--- src/rtl/dmem_arb_pkg.sv ---
// Shared types and default sizing for the data-memory arbiter slice.
package dmem_arb_pkg;

  localparam int ADDR_W_DEF    = 32;
  localparam int DATA_W_DEF    = 32;
  localparam int BURST_MAX_DEF = 4;

  typedef enum logic [1:0] {
    OWN_NONE = 2'd0,
    OWN_CPU  = 2'd1,
    OWN_LDR  = 2'd2
  } owner_t;

  typedef enum logic {
    ARB  = 1'b0,
    LOCK = 1'b1
  } arb_state_t;

endpackage

--- src/rtl/dmem_rr_pick.sv ---
// Two-way round-robin picker: a lone requester wins, a tie goes to the port
// that did not win last time. Bit 0 is the CPU, bit 1 the loader.
module dmem_rr_pick
  import dmem_arb_pkg::*;
(
  input  logic [1:0] req,
  input  owner_t     last,
  output logic [1:0] gnt
);

  always_comb begin
    gnt = 2'b00;
    if (req == 2'b11) gnt = (last == OWN_CPU) ? 2'b10 : 2'b01;
    else              gnt = req;
  end

endmodule

--- src/rtl/dmem_arbiter.sv ---
// CPU / loader arbiter for the shared data memory with loader burst locking.
//   state | meaning
//   ARB   | round-robin between CPU and loader
//   LOCK  | loader owns the memory; CPU forced in after BURST_MAX waits
module dmem_arbiter
  import dmem_arb_pkg::*;
#(
  parameter int ADDR_W    = ADDR_W_DEF,
  parameter int DATA_W    = DATA_W_DEF,
  parameter int BURST_MAX = BURST_MAX_DEF
) (
  input  logic              clk,
  input  logic              rst,
  input  logic              cpu_req,
  input  logic              cpu_we,
  input  logic [ADDR_W-1:0] cpu_addr,
  input  logic [DATA_W-1:0] cpu_wdata,
  output logic              cpu_gnt,
  output logic              cpu_rvalid,
  output logic [DATA_W-1:0] cpu_rdata,
  input  logic              ldr_req,
  input  logic              ldr_we,
  input  logic              ldr_lock,
  input  logic [ADDR_W-1:0] ldr_addr,
  input  logic [DATA_W-1:0] ldr_wdata,
  output logic              ldr_gnt,
  output logic              ldr_rvalid,
  output logic [DATA_W-1:0] ldr_rdata,
  output logic              mem_w_en,
  output logic              mem_r_en,
  output logic [ADDR_W-1:0] mem_adr,
  output logic [DATA_W-1:0] mem_wdata,
  input  logic [DATA_W-1:0] mem_rdata,
  output logic              busy
);

  localparam int               CNT_W   = $clog2(BURST_MAX + 1);
  localparam logic [CNT_W-1:0] CNT_MAX = CNT_W'(BURST_MAX);

  arb_state_t       state_q, state_d;
  owner_t           last_q, last_d;
  logic [CNT_W-1:0] cnt_q, cnt_d;
  logic [1:0]       rr_gnt;
  logic             yield;

  logic              acc, acc_we;
  logic [ADDR_W-1:0] acc_adr;
  logic [DATA_W-1:0] acc_wdata;
  owner_t            cmd_tag, rsp_tag;

  dmem_rr_pick u_pick (
    .req  ({ldr_req, cpu_req}),
    .last (last_q),
    .gnt  (rr_gnt)
  );

  always_ff @(posedge clk or negedge rst) begin
    if (!rst) begin
      state_q <= ARB;
      last_q  <= OWN_LDR;
      cnt_q   <= '0;
    end else begin
      state_q <= state_d;
      last_q  <= last_d;
      cnt_q   <= cnt_d;
    end
  end

  always_comb begin
    cpu_gnt = 1'b0;
    ldr_gnt = 1'b0;
    state_d = state_q;
    last_d  = last_q;
    cnt_d   = cnt_q;
    yield   = 1'b0;
    case (state_q)
      ARB: begin
        cpu_gnt = rr_gnt[0];
        ldr_gnt = rr_gnt[1];
        if (rr_gnt[0]) last_d = OWN_CPU;
        if (rr_gnt[1]) begin
          last_d = OWN_LDR;
          if (ldr_lock) begin
            state_d = LOCK;
            cnt_d   = CNT_W'(1);
          end
        end
      end
      LOCK: begin
        // A CPU that has sat through BURST_MAX locked grants goes first.
        yield = cpu_req && (cnt_q == CNT_MAX);
        if (yield)        cpu_gnt = 1'b1;
        else if (ldr_req) ldr_gnt = 1'b1;
        else              cpu_gnt = cpu_req;
        if (yield) begin
          state_d = ARB;
          cnt_d   = '0;
          last_d  = OWN_CPU;
        end else if (!ldr_lock) begin
          state_d = ARB;
          cnt_d   = '0;
          last_d  = OWN_LDR;
        end else if (ldr_req && cpu_req) begin
          cnt_d = cnt_q + 1'b1;
        end
      end
      default: state_d = ARB;
    endcase
  end

  assign acc       = cpu_gnt | ldr_gnt;
  assign acc_we    = ldr_gnt ? ldr_we    : cpu_we;
  assign acc_adr   = ldr_gnt ? ldr_addr  : cpu_addr;
  assign acc_wdata = ldr_gnt ? ldr_wdata : cpu_wdata;

  // cmd_tag tracks the read on mem_*; rsp_tag tracks the data on mem_rdata.
  always_ff @(posedge clk or negedge rst) begin
    if (!rst) begin
      mem_w_en  <= 1'b0;
      mem_r_en  <= 1'b0;
      mem_adr   <= '0;
      mem_wdata <= '0;
      cmd_tag   <= OWN_NONE;
      rsp_tag   <= OWN_NONE;
    end else begin
      mem_w_en <= acc && acc_we;
      mem_r_en <= acc && !acc_we;
      if (acc) begin
        mem_adr   <= acc_adr;
        mem_wdata <= acc_wdata;
      end
      if (acc && !acc_we) cmd_tag <= ldr_gnt ? OWN_LDR : OWN_CPU;
      else                cmd_tag <= OWN_NONE;
      rsp_tag <= cmd_tag;
    end
  end

  assign cpu_rvalid = (rsp_tag == OWN_CPU);
  assign ldr_rvalid = (rsp_tag == OWN_LDR);
  assign cpu_rdata  = cpu_rvalid ? mem_rdata : '0;
  assign ldr_rdata  = ldr_rvalid ? mem_rdata : '0;
  assign busy       = mem_w_en | mem_r_en | (rsp_tag != OWN_NONE);

endmodule

--- config.mk ---
export PLATFORM = sky130hd
export DESIGN_NAME = dmem_arbiter
export DESIGN_NICKNAME = d
export VERILOG_FILES = /design/src/rtl/dmem_arb_pkg.sv /design/src/rtl/dmem_rr_pick.sv /design/src/rtl/dmem_arbiter.sv
export SDC_FILE = /design/constraint.sdc
export NUM_CORES = 1
export LEC_CHECK = 0
export BUFFER_PORTS_ARGS = -buffer_cell sky130_fd_sc_hd__buf_4
export CORE_AREA = 3 3 117 119
export CTS_CLUSTER_SIZE = 24
export DETAILED_ROUTE_END_ITERATION = 10
export DIE_AREA = 0 0 120 122
export PLACE_DENSITY = 0.68
export SKIP_CTS_REPAIR_TIMING = 1
export SLEW_MARGIN = 20
export SYNTH_ARGS = -nofsm -noshare
export SYNTH_HDL_FRONTEND = slang
export SYNTH_HIERARCHICAL = 1
export SYNTH_SLANG_ARGS = --single-unit
--- constraint.sdc ---
create_clock -name clk -period 1.7 [get_ports clk]
set_input_delay 0.17 -clock clk [delete_from_list [all_inputs] [get_ports clk]]
set_output_delay 0.17 -clock clk [all_outputs]
set_load 0.05 [all_outputs]
# Word-level counts from Yosys, hierarchy flattened
# Cells that the tools add are included.
# W data, S select, Z words.
# classes
multipliers,0
shifts,0
n_addsub,1
n_div,0
muxes,30
n_eq_ne,10
n_bitwise,4
reduce_logical,8
magnitude_cmp,0
# op_table
op,count
$mux W32,4
$mux W2,8
$mux W3,5
$mux W1,8
$pmux W1 S2,3
$pmux W3 S2,1
$eq A2 B1 Y1 const B,2
$eq A2 B2 Y1 const B,2
$logic_and A1 B1 Y1,4
$ne A2 B2 Y1 const B,2
$ne A4 B2 Y1 const B,1
$pmux W2 S2,1
$add A3 B1 Y3 const B,1
$eq A3 B3 Y1 const B,1
$ne A3 B2 Y1 const B,1
$ne A3 B3 Y1 const B,1
$or A1 B1 Y1,3
$reduce_and A3 Y1,1
$reduce_and A2 Y1,1
$reduce_bool A2 Y1,1
$logic_not A1 Y1,1
$not A1 Y1,1
# totals
input_bits,167
register_bits,76
ram_bits,0
word_cells,62
latch_bits,0
memories,0
mem_bits_ro,0
output_inout_bits,135

# Longest topological paths before layout
# depth
word_depth,8
mapped_depth,9
ltp_nobuf,7

# Hierarchy
# Netlist, hierarchy kept.
# by_module_without_submodules
mod,seq_area_each_um2,area_each_um2,n_inst,cells_per_inst
dmem_arbiter,1903.1,4105.2,1,481
dmem_rr_pick,0.0,30.0,1,4

# Worst setup path after synthesis
# OpenSTA, ideal clock, no wires.
# synth_timing
path_kind,register to output
from,reg rsp_tag[0]
to,out ldr_rdata[10]
t_arrival_ps,1703
t_required_ps,1530
setup_slack_ps,-173
n_path_buf,1
path_stages_with_launch,4
path_cell_list,dfrtp_1 -> nor2b_1 -> clkbuf_1 -> and2_1
# synth_via
elab_chain_len,2
# synth_lines
element,line,rtl
start: declaration,dmem_arbiter.sv:49,"owner_t cmd_tag, rsp_tag;"
start signal: assignment,dmem_arbiter.sv:134,rsp_tag <= cmd_tag;
$eq A2 B2 Y1,dmem_arbiter.sv:139,assign ldr_rvalid = (rsp_tag == OWN_LDR);
net ldr_rvalid,dmem_arbiter.sv:27,"output logic ldr_rvalid,"
$mux W32,dmem_arbiter.sv:141,assign ldr_rdata = ldr_rvalid ? mem_rdata : '0;
end: declaration,dmem_arbiter.sv:28,"output logic [DATA_W-1:0] ldr_rdata,"
# The timed path passes the listed nets, and every way through them passes these cells.

# Worst setup path after layout
# layout_timing
from,reg last_q[1]
to,out ldr_gnt
# layout_via
elab_chain_len,4
# layout_lines
element,line,rtl
start: declaration,dmem_arbiter.sv:41,"owner_t last_q, last_d;"
start signal: assignment,dmem_arbiter.sv:64,last_q <= last_d;
$eq A2 B1 Y1,dmem_rr_pick.sv:13,if (req == 2'b11) gnt = (last == OWN_CPU) ? 2'b10 : 2'b01;
$mux W2 (2 in series),dmem_rr_pick.sv:13,
net rr_gnt[1],dmem_arbiter.sv:43,logic [1:0] rr_gnt;
$pmux W1 S2,dmem_arbiter.sv:76,case (state_q)
end: declaration,dmem_arbiter.sv:26,"output logic ldr_gnt,"
# The timed path passes the listed nets, and every way through them passes these cells.

==> flow_summary_export.csv <==
group,metric,value,unit
status,status,"finished, violations left",
status,failed_checks,"setup timing",
yosys,synth_edf_count,0,
power_and_ir_drop,power.leakage,3.592,nW
floorplanning,coreArea,12670,sq um
global_route,grt_start_max_net_pins,36,
yosys,synth_mux_area_share,0.2421,%
clocking,cts_tree,"built",
floorplanning,die_w,120,um
detailed_routing,viasPerCell,4.744,
detailed_routing,vias,4640,
yosys,syn_inst,485,
final_layout,antennaDiodeCount,0,
global_route,grt_pass1_wl,23.07,mm
global_route,grt_pass1_vias,4485,
yosys,synth_top_family_by_area,"simple AND/OR/NAND/NOR gates",
sta,setup_slack,-0.2695,ns
floorplanning,initial_core_util,32.64,%
final_layout,fillCellCount,1128,
sta,worstMarginPinSlew,0.4044,ns
detailed_routing,ant_nets,0,
floorplanning,die_h,122,um
sta,fin_skew,0.005421,ns
detailed_routing,drc_errors,0,
worst_setup_path,endpoint_kind,"output port",
yosys,syn_nets,654,
clocking,htreeDepth,3,
sta,rsz0062_at_grt,"yes",
placement,pre_cts_ws,-0.09652,ns
power_and_ir_drop,ir_drop,0.0005291,V
worst_setup_path,critPathRequiredTime,1.53,ns
worst_setup_path,slowest_stage,"dfstp_2",
clocking,clock-root-buffer,"clkbuf_16",
final_layout,syn_to_final_growth,76.91,%
placement,dp_hpwl,12.26,mm
worst_setup_path,cp_slowest_stage_delay,0.56,ns
clocking,cts.sinks,76,
yosys,ys.flop_type,"dfrtp_1",
worst_setup_path,start_kind,"flip-flop",
worst_setup_path,path_class,"reg2out",
sta,fmax,507.7,MHz
yosys,synth_area,4135,sq um
clocking,clkTransAtPathRegs,0.06,ns
yosys,synth.avg_cell_area,8.526,sq um
yosys,ys_seq_elements,76,
yosys,synth-seq-area-share,46.02,%
floorplanning,num_rows,41,
detailed_routing,finalWirelength,16.21,mm
detailed_routing,drt_iter0_drc,160,
sta,slew_headroom,73.04,%
placement,globalplace.congestion,0.8081,
clocking,clockBufferDepth,2,
worst_hold_path,hold_class,"in2reg",
yosys,ys_async_sr_fraction,100.0,%
final_layout,drive_above_1_share,52.61,%
yosys,synthSimpleGateAreaFrac,24.54,%
floorplanning,die_area,14640,sq um
detailed_routing,post_drt_wl_per_cell,16.57,um
yosys,yosys_warnings,6,
detailed_routing,drtPass1Iterations,4,
worst_setup_path,cp_cell_sequence,"nor2b_4 -> o21a_1 -> nor2b_4 -> a31oi_4 -> inv_4 -> buf_8 -> buf_8",
power_and_ir_drop,total_power,0.009698,W
sta,finalHoldWorstSlack,0.009437,ns
worst_setup_path,crit_buf_inv,3,
global_route,grt_overflow,0,
floorplanning,io_pins,302,
placement,io_buffers,301,
job,maxCapViolations,0,
sta,setup-violations-final,54,
clocking,cts_buffers,9,
power_and_ir_drop,power_density,1326,nW/um^2
global_route,grt_antenna_before_repair,0,
yosys,synth-compound-area-share,22.42,%
sta,fin_crit,1.969,ns
sta,slew_viol_final,0,
yosys,synth-xor-area-share,0,%
global_route,globalRouteTotalUtil,19.95,%
worst_setup_path,critPathTopFamily,"flip-flops",
sta,hold_violations,0,
sta,min_period_over_period,115.9,%
yosys,yosys.cell_types.count,36,
clocking,insertion_delay,0.33,ns
yosys,synthAdderAreaFrac,0.6051,%
final_layout,nets,971,
worst_setup_path,crit_arrival,1.80,ns
worst_setup_path,crit_path_max_fanout,6,
-- synthesized netlist by cell type, types with 2 or more instances --
master,instances,area [sq um]
a21oi_1,94,470.5
a21o_1,2,15.01
inv_2,2,7.510
and2_1,64,400.4
nor2_1,67,251.5
nand2_1,72,270.3
inv_1,6,22.52
buf_2,15,75.07
o21ai_0,2,10.01
buf_4,8,60.06
clkbuf_1,6,22.52
a21oi_2,40,350.3
ha_1,2,25.02
buf_6,6,67.56
nor2b_1,3,18.77
nand2b_1,2,12.51
dfrtp_1,75,1877
-- sequential cells by signal (all words and copies together) (netlist names) --
register	count
cmd_tag	2
cnt_q	3
last_q	2
mem_adr	32
mem_r_en	1
mem_w_en	1
mem_wdata	32
rsp_tag	2
state_q	1
-- cells by family (layout without fill, tap and decap cells) --
group	count (synthesis)	in the layout
AO/OA/AOI/OAI	147	147
adder cells (fa/ha/maj)	2	2
buffers and inverters	43	364
AND/OR/NAND/NOR	216	216
multiplexers	1	1
flip-flops	76	76
-- per-layer routing --
layer | wire length [um] | track usage [%] | vias up | part of all wire, %
met5 | 0 | 0 | - | 0
met3 | 1147 | 5.432 | 30 | 7.1
met2 | 8804 | 37.65 | 194 | 54
li1 | - | - | 2222 | -
met1 | 5840 | 21.55 | 2194 | 36
met4 | 414 | 6.442 | 0 | 2.6
-- power breakdown --
part | switching (W) | internal, W
Combinational | 0.00333 | 0.00182
Clock | 0.000695 | 0.00117
Sequential | 0.000377 | 0.00231
-- cells in the final DEF (no fill, tap or decap), types with 2 or more instances in the layout --
cell	count
a21oi_1	74
nor2_1	67
buf_6	5
nor2b_2	2
nor2b_4	2
clkbuf_16	12
a21oi_2	59
nand2b_1	2
buf_12	11
clkbuf_1	3
buf_4	318
a21o_1	2
o21ai_0	2
and2_1	64
inv_1	6
buf_8	3
dfrtp_1	75
nand2_1	72
-- metrics by stage --
step | util, % | area (sq um) | TNS, ns | cells
finish | 57.74 | 7316 | -3.989 | 978
global route | 57.74 | 7316 | -11.03 | 978
CTS | 55.34 | 7012 | -4.701 | 965
detailed placement | 53.09 | 6726 | -2.963 | 950
global placement | 53.09 | 6726 | 0 | 950
floorplan | - | 4167 | -0.5697 | 485
-- worst register-to-register path, cell delays in order, from the launching register on --
cell,delay [ns]
dfstp_2,0.56
nor2b_4,0.05
o21a_1,0.18
nor2b_4,0.13
a31oi_4,0.21
inv_4,0.08
buf_4,0.18
clkbuf_16,0.17
a21oi_2,0.10
a21oi_1,0.07
-- area by class of cell --
class | count | area, sq um | area share (%)
Timing Repair Buffer | 341 | 2794 | 38.19
Multi-Input combinational cell | 366 | 2081 | 28.44
Clock inverter | 2 | 35.03 | 0.4789
Inverter | 8 | 37.54 | 0.5131
Sequential cell | 76 | 1903 | 26.01
Clock buffer | 13 | 250.2 | 3.421
Tap cell | 172 | 215.2 | 2.942
-- worst paths after layout --
kind / start / end / slack (ns) / cells after the start
worst max register to register: last_q[1] / mem_wdata[7] / -0.13 / 9
worst max-delay path: last_q[1] / ldr_gnt / -0.27 / 7
worst min register to register: cmd_tag[1] / rsp_tag[1] / 0.36 / 0
worst min-delay path: ldr_we / cmd_tag[1] / 0.009 / 2
max in group asynchronous: rst / mem_wdata[14] / 0.84 / 3
min in group asynchronous: rst / cnt_q[1] / 0.29 / 2
Power figures use the tool's default switching activity.
